$ cat src/rtl/stream_cons2_pkg.sv
// Shared definitions for the stream_cons2 writer and future stream writers.
package stream_cons2_pkg;

   localparam int DEFAULT_N = 8;

   localparam logic TRUE  = 1'b1;
   localparam logic FALSE = 1'b0;

   typedef enum logic [1:0] {
      IDLE  = 2'd0,
      EMIT0 = 2'd1,
      EMIT1 = 2'd2,
      PASS  = 2'd3
   } state_e;

   typedef enum logic [1:0] {
      SEL_D1   = 2'd0,
      SEL_D2   = 2'd1,
      SEL_TAIL = 2'd2
   } out_sel_e;

   function automatic logic stream_xfer(input logic valid, input logic ready);
      return valid & ready;
   endfunction

endpackage

$ cat src/rtl/stream_cons2_out_reg.sv
// Registered output stage of a stream writer: a data/valid register that is
// reloaded from one of three sources whenever the controller asks for it.
module stream_cons2_out_reg
   import stream_cons2_pkg::*;
#(
   parameter int N = DEFAULT_N
)
(
   input  logic         clk,
   input  logic         nrst,
   input  logic         load,
   input  out_sel_e     sel,
   input  logic [N-1:0] head0,
   input  logic [N-1:0] head1,
   input  logic [N-1:0] tail,
   input  logic         tail_valid,
   output logic [N-1:0] data,
   output logic         valid
);

   logic [N-1:0] next_data;
   logic         next_valid;

   // Heads are always valid; the tail carries its own valid bit.
   always_comb begin
      next_data  = head0;
      next_valid = TRUE;
      case (sel)
         SEL_D1: begin
            next_data  = head0;
            next_valid = TRUE;
         end
         SEL_D2: begin
            next_data  = head1;
            next_valid = TRUE;
         end
         SEL_TAIL: begin
            next_data  = tail;
            next_valid = tail_valid;
         end
         default: begin
            next_data  = head0;
            next_valid = FALSE;
         end
      endcase
   end

   // Without a load the register holds, which keeps data stable under backpressure.
   always_ff @(posedge clk or negedge nrst) begin
      if (!nrst) begin
         data  <= '0;
         valid <= FALSE;
      end else if (load) begin
         data  <= next_data;
         valid <= next_valid;
      end
   end

endmodule

$ cat src/rtl/stream_cons2.sv
// Stream writer that emits d1, then d2, then forwards the tail stream.
module stream_cons2
   import stream_cons2_pkg::*;
#(
   parameter int N = DEFAULT_N
)
(
   input  logic         clk,
   input  logic         nrst,
   input  logic         in_valid,
   output logic         in_ready,
   output logic         out_valid,
   input  logic         out_ready,
   input  logic [N-1:0] in0,
   input  logic         in0_valid,
   output logic         in0_ready,
   input  logic [N-1:0] in1,
   input  logic [N-1:0] in2,
   output logic [N-1:0] out0,
   output logic         out0_valid,
   input  logic         out0_ready
);

   state_e       state;
   logic [N-1:0] d2_q;
   logic         out_valid_q;
   logic         in_ready_c;
   logic         in0_ready_c;
   logic         room;
   logic         load;
   out_sel_e     sel;
   logic         sync_xfer;
   logic         out0_xfer;

   assign out0_xfer = stream_xfer(out0_valid, out0_ready);
   assign sync_xfer = in_valid & in_ready_c;

   // Handshake readies and output-register load control, per state.
   // A new cons in PASS wins over the tail, so the tail element waits.
   always_comb begin
      in_ready_c  = FALSE;
      in0_ready_c = FALSE;
      room        = ~out0_valid | out0_ready;
      load        = FALSE;
      sel         = SEL_D1;
      case (state)
         IDLE: begin
            in_ready_c = TRUE;
            if (in_valid) begin
               load = TRUE;
               sel  = SEL_D1;
            end
         end
         EMIT0: begin
            if (out0_xfer) begin
               load = TRUE;
               sel  = SEL_D2;
            end
         end
         EMIT1: begin
            in0_ready_c = out0_ready;
            if (out0_xfer) begin
               load = TRUE;
               sel  = SEL_TAIL;
            end
         end
         PASS: begin
            in_ready_c = (~out_valid_q | out_ready) & room;
            if (in_valid & in_ready_c) begin
               load = TRUE;
               sel  = SEL_D1;
            end else begin
               in0_ready_c = room;
               if (room) begin
                  load = TRUE;
                  sel  = SEL_TAIL;
               end
            end
         end
         default: begin
            in_ready_c = FALSE;
         end
      endcase
   end

   // Sequencing through the two heads and the out_valid pulse of each cons.
   always_ff @(posedge clk or negedge nrst) begin
      if (!nrst) begin
         state       <= IDLE;
         d2_q        <= '0;
         out_valid_q <= FALSE;
      end else begin
         case (state)
            IDLE: begin
               if (sync_xfer) begin
                  d2_q  <= in2;
                  state <= EMIT0;
               end
            end
            EMIT0: begin
               if (out0_xfer) begin
                  state <= EMIT1;
               end
            end
            EMIT1: begin
               if (out0_xfer) begin
                  out_valid_q <= TRUE;
                  state       <= PASS;
               end
            end
            PASS: begin
               if (sync_xfer) begin
                  d2_q        <= in2;
                  out_valid_q <= FALSE;
                  state       <= EMIT0;
               end else if (out_ready) begin
                  out_valid_q <= FALSE;
               end
            end
            default: begin
               state <= IDLE;
            end
         endcase
      end
   end

   stream_cons2_out_reg #(.N(N)) u_out_reg (
      .clk        (clk),
      .nrst       (nrst),
      .load       (load),
      .sel        (sel),
      .head0      (in1),
      .head1      (d2_q),
      .tail       (in0),
      .tail_valid (in0_valid),
      .data       (out0),
      .valid      (out0_valid)
   );

   assign in_ready  = in_ready_c;
   assign in0_ready = in0_ready_c;
   assign out_valid = out_valid_q;

endmodule

$ cat config.mk
export PLATFORM = sky130hd
export DESIGN_NAME = stream_cons2
export DESIGN_NICKNAME = d
export VERILOG_FILES = /design/src/rtl/stream_cons2_pkg.sv /design/src/rtl/stream_cons2_out_reg.sv /design/src/rtl/stream_cons2.sv
export SDC_FILE = /design/constraint.sdc
export NUM_CORES = 1
export LEC_CHECK = 0
export ABC_AREA = 1
export CORE_ASPECT_RATIO = 1.25
export CORE_MARGIN = 2
export CORE_UTILIZATION = 44
export CTS_CLUSTER_DIAMETER = 200
export DETAILED_ROUTE_END_ITERATION = 16
export PLACE_DENSITY = 0.79
export SLEW_MARGIN = 20
export SYNTH_ARGS = -nofsm -noshare
export SYNTH_HDL_FRONTEND = slang
export SYNTH_SLANG_ARGS = --single-unit
$ cat constraint.sdc
create_clock -name clk -period 2.1 [get_ports clk]
set_input_delay 0.315 -clock clk [delete_from_list [all_inputs] [get_ports clk]]
set_output_delay 0.315 -clock clk [all_outputs]
set_load 0.01 [all_outputs]
### Word-level counts from Yosys, hierarchy flattened

Index checks and enable logic that the tools add are counted.

* register bits after elaboration: 20
* output and inout bits: 12
* input bits: 30
* word-level logic and storage cells: 54

* reductions and logical operators: 9
* bitwise gates (word level): 8
* equal/unequal tests: 9
* muxes and demuxes: 23

Operators with widths (count)
* $pmux 8 s2: 1
* $mux 2: 6
* $mux 1: 9
* $pmux 1 s2: 4
* $pmux 2 s4: 1
* $eq 2x2->1 const B: 3
* $pmux 2 s3: 1
* $reduce_and 3->1: 2
* $reduce_or 2->1: 3
* $and 1x1->1: 4
* $eq 2x1->1 const B: 2
* $logic_not 2->1: 2
* $ne 2x2->1 const B: 2
* $ne 3x3->1 const B: 1
* $pmux 1 s3: 1
* $ne 2x1->1 const B: 1
* $not 1->1: 2
* $or 1x1->1: 2
* $reduce_and 2->1: 1
* $reduce_bool 2->1: 1

### Logic depth before layout (Yosys ltp)

* depth in word-level cells: 9
* depth in mapped cells: 13
* gate-level depth less buffers: 12

### Cells and area by module

From an unflattened synthesis, not the netlist that was laid out.

* cells, all modules: 175
* area, all modules: 1268.7 sq um

Modules (own cells, without submodules)
* stream_cons2: sequential area each 275.3 sq um, cells an instance 83, area an instance 656.9 sq um, instances 1
* stream_cons2_out_reg: sequential area each 225.2 sq um, cells an instance 92, area an instance 611.8 sq um, instances 1

### Worst setup path before layout

OpenSTA, ideal clock, no wires.

* path type: flip-flop to flip-flop
* start: register state[0]
* end: register u_out_reg.data[0]
* setup slack: 0.259 ns
* stages on the path, launching flop included: 12
* setup time: 0.132 ns
* arrival time: 1.709 ns
* period minus slack after synthesis: 1.841 ns
* cells stage by stage: dfrtp_1 -> ha_1 -> nand2_1 -> o21bai_1 -> nand2_1 -> nand2_1 -> inv_1 -> ha_1 -> buf_2 -> a22o_1 -> a21boi_0 -> o21ai_0

* word-level cells in the longest chain between the ends: 4
* elaborated cells between the ends (all ways): 10

Ends and longest elaborated chain
* from (decl): RTL line stream_cons2.sv:24 `state_e state;`
* from (signal assigned): RTL line stream_cons2.sv:89 `state <= IDLE;`
* from (signal assigned): RTL line stream_cons2.sv:97 `state <= EMIT0;`
* from (signal assigned): RTL line stream_cons2.sv:102 `state <= EMIT1;`
* $eq 2x2->1, or another cell as far along: RTL line stream_cons2.sv:46 `case (state)`
* $pmux 2 s4: RTL line stream_cons2.sv:46
* $eq 2x2->1 / $eq 2x1->1 (equally long branches): RTL line stream_cons2_out_reg.sv:28 `case (sel)`
* $pmux 8 s2: RTL line stream_cons2_out_reg.sv:28
* to (signal assigned): RTL line stream_cons2_out_reg.sv:54 `data <= next_data;`
* to (decl): RTL line stream_cons2_out_reg.sv:17 `output logic [N-1:0] data,`

Several ways; a longest one is shown, not always the timed one.
A chain may end at the register's enable or synchronous reset.

### Worst setup path in the final report

* start: register state[0]
* end: output in_ready

* word-level cells in the longest chain between the ends: 2
* elaborated cells between the ends (all ways): 3

Ends and longest elaborated chain
* $eq 2x2->1 / $logic_not 2->1 (equally long branches): RTL line stream_cons2.sv:46
* $pmux 1 s2 *: RTL line stream_cons2.sv:46
* to (decl): RTL line stream_cons2.sv:11 `output logic in_ready,`

Every way passes the cells marked *; elsewhere a longest branch is shown, timed or not.

==> flow_summary_export.csv <==
group,metric,value,unit
yosys,muxShareOfSynthArea,3.32,%
timing,slew_headroom,72.4,%
cells_and_area,num_antenna_cells,0,
pwr,power.internal,0.00131,W
clocking,clk_pin_slew,0.10,ns
clocking,numCtsBuffers,3,
floorplanning,die_area,3180,µm²
floorplanning,start_util,45.5,%
detailed_routing,vias_per_cell,4.96,
yosys,yosysSeqAreaShare,41.5,%
timing,max_freq,0.503,GHz
yosys,synth_edf_count,0,
outcome,status,"completed",
cells_and_area,finish.utilization,66.4,%
pwr,power_frac_clock,7.8,%
floorplanning,fp-row-count,21,
critical_path,slowest_delay,0.41,ns
timing,finalCriticalPeriod,1.99,ns
clocking,h-tree-depth,1,
pwr,combPwrFrac,62.0,%
placement,place_congestion,0.854,
yosys,synthesis.area,1210,µm²
clocking,clockRootBuffer,"clkbuf_4",
cells_and_area,syn_to_final_growth,46.2,%
yosys,synth_cell_type_count,20,
detailed_routing,wl_per_cell,12.1,µm
detailed_routing,drc_errors,0,
clocking,clock-sinks,20,
critical_path,critical_path.top_delay_family,"buffers and inverters",
timing,tightest_slew,0.412,ns
critical_path,cpMaxStageDelayCell,"dfrtp_1",
critical_path,reg2reg_to,"u_out_reg.data[1]$_DFFE_PN0P_",
timing,skew,0.00278,ns
flow_run,maxCapViolations,0,
yosys,async_flop_share,100,%
cells_and_area,fin_nets,239,
floorplanning,io_pins,42,
critical_path,critPathCaptureType,"primary output",
global_routing,grt_pass1_vias,1158,
critical_path,reg2regPathDepth,10,
global_routing,grt_use_total,18.5,%
critical_path,reg2reg_slack,0.11,ns
yosys,synthXorXnorAreaFrac,0,%
timing,grt_setup_unrepaired,"yes",
hold_path,hold_class,"primary input to asynchronous set/reset pin",
pwr,p_total,0.00221,W
global_routing,grt_first_pass_wirelength,4620,µm
placement,post-dp-hpwl,2250,µm
yosys,ys_warn_count,0,
clocking,clockBufferDepth,2,
global_routing,grt_max_degree,21,
detailed_routing,vias,1151,
yosys,syn_nets,186,
floorplanning,die_x,50.8,µm
critical_path,arrival,1.67,ns
pwr,p_leak,0.891,nW
placement,port_buffers,41,
critical_path,cp_max_fo,5,
critical_path,start_kind,"register",
yosys,avgSynthCellArea,8.21,µm²
pwr,power.density,1260,nW/µm²
pwr,switching_share,40.7,%
clocking,cts_tree,"yes",
floorplanning,core-area,2650,µm²
critical_path,crit_type,"register to primary output",
detailed_routing,initialDrtViolationCount,32,
placement,dp_slack,-0.224,ns
yosys,ys_seq_elements,20,
clocking,clk_latency,0.29,ns
timing,setup_viol,0,
clocking,holdBufCountCts,0,
timing,final_max_slew_viol_count,0,
cells_and_area,drive_above_1_share,10.6,%
yosys,synth_top_family_by_area,"simple AND/OR/NAND/NOR gates",
pwr,p_sw,0.000901,W
detailed_routing,drtPass1Iterations,4,
timing,setup_ws,0.111,ns
pwr,ir_worst_vdd,0.737,mV
global_routing,antenna_found_initial,0,
global_routing,grt_overflow,0,
yosys,synth_compound_area_share,18.0,%
critical_path,r2r_start,"state[0]$_DFFE_PN0P_",
pwr,p_seq_share,30.2,%
detailed_routing,wl,2810,µm
critical_path,path_cells,"inv_1 > ha_1 > a21oi_2 > buf_4 > dlygate4sd2_1",
floorplanning,die_y,62.5,µm
yosys,postSynthCellCount,147,
yosys,yosys.area_share.adder,9.34,%
critical_path,worst-path-buf-inv,3,
critical_path,crit_required,1.78,ns
timing,hold_violations,0,
detailed_routing,ant_nets,0,
yosys,synth_ff_type,"dfrtp_1",
timing,timing.final.crit_share,94.7,%
yosys,synth-simple-area-share,19.2,%
## layer usage
layer	global-route usage, %	vias to the layer above	part of all wire [%]
met5	0	-	0
met4	7.09	0	1.0
met3	2.87	4	4.2
met2	34.7	36	54
met1	20.1	527	41
li1	-	584	-
## state kept, by name (all words and copies together) (netlist names)
register	flops
d2_q	8
u_out_reg.valid	1
state	2
u_out_reg.data	8
out_valid	1
## worst max path at each step
| stage | start | endpoint | slack [ns] | depth (start not counted) |
|---|---|---|---|---|
| global placement | out0_ready | u_out_reg.data[0]$_DFFE_PN0P_ | -0.07 | 12 |
| global route | state[0]$_DFFE_PN0P_ | in_ready | -0.001 | 5 |
| finish | state[0]$_DFFE_PN0P_ | in_ready | 0.11 | 5 |
| detailed placement | out0_ready | u_out_reg.data[1]$_DFFE_PN0P_ | -0.22 | 12 |
| CTS | state[0]$_DFFE_PN0P_ | u_out_reg.data[1]$_DFFE_PN0P_ | 0.06 | 10 |
| floorplan | state[0]$_DFFE_PN0P_ | u_out_reg.data[0]$_DFFE_PN0P_ | 0.26 | 11 |
## power groups by stage
stage	Sequential [W]	Clock, W	Combinational [W]
CTS	0.000669	0.000180	0.00133
global placement	0.000664	0	0.00127
detailed placement	0.000676	0	0.00132
finish	0.000668	0.000173	0.00137
global route	0.000691	0.000202	0.00151
floorplan	0.000701	0	0.000761
## final cells by class
class	instances	area, µm²
sequential	20	500
multi-input combinational	104	623
inverter	19	71.3
tap	34	42.5
fill	227	891
clock buffer	3	22.5
timing repair buffer	52	503
## synth_stat cells, types with 2 or more instances
library cell  number  area (µm²)
nor2_1             6        22.5
nand2_1           42         158
a21oi_1            5        25.0
buf_6              2        22.5
ha_1               9         113
nand3_1            7        35.0
inv_1             19        71.3
buf_2              2        10.0
a21boi_0           4        30.0
o21ai_0           16        80.1
a22o_1             4        35.0
dfrtp_1           20         500
mux2i_1            4        40.0
## logic make-up after synthesis
family                   count (synthesis)
AND/OR/NAND/NOR                         57
AO/OA/AOI/OAI                           34
buffers and inverters                   23
flip-flops                              20
adder cells (fa/ha/maj)                  9
multiplexers                             4
## what timing repair did
action | in CTS | in global routing
setup endpoints to repair | 2 | 7
cloned | 0 | 0
pin swaps | 0 | 0
buffers inserted | 1 | 1
gates resized for setup | 3 | 3
endpoints found under the hold margin | 0 | 0
## cell usage in the layout (no fill, tap or decap), types with 2 or more instances in the layout
cell type,instances
a21boi_0,4
a21oi_1,4
a22o_1,4
buf_4,10
clkbuf_4,3
clkdlybuf4s50_1,39
dfrtp_1,20
dlygate4sd2_1,2
ha_1,6
ha_2,2
inv_1,19
mux2i_1,4
nand2_1,42
nand3_1,7
nor2_1,6
o21ai_0,16
## per-stage QoR
stage | hold slack, ns | std cells | area (µm²) | TNS, ns
after floorplan | 0.0194 | 147 | 1210 | 0
after global placement | 0.466 | 227 | 1710 | -0.516
after detailed placement | 0.470 | 227 | 1710 | -1.45
after CTS | 0.366 | 231 | 1740 | 0
after global routing | 0.361 | 232 | 1760 | -0.000993
final | 0.361 | 232 | 1760 | 0
(Power assumes the default switching activity.)
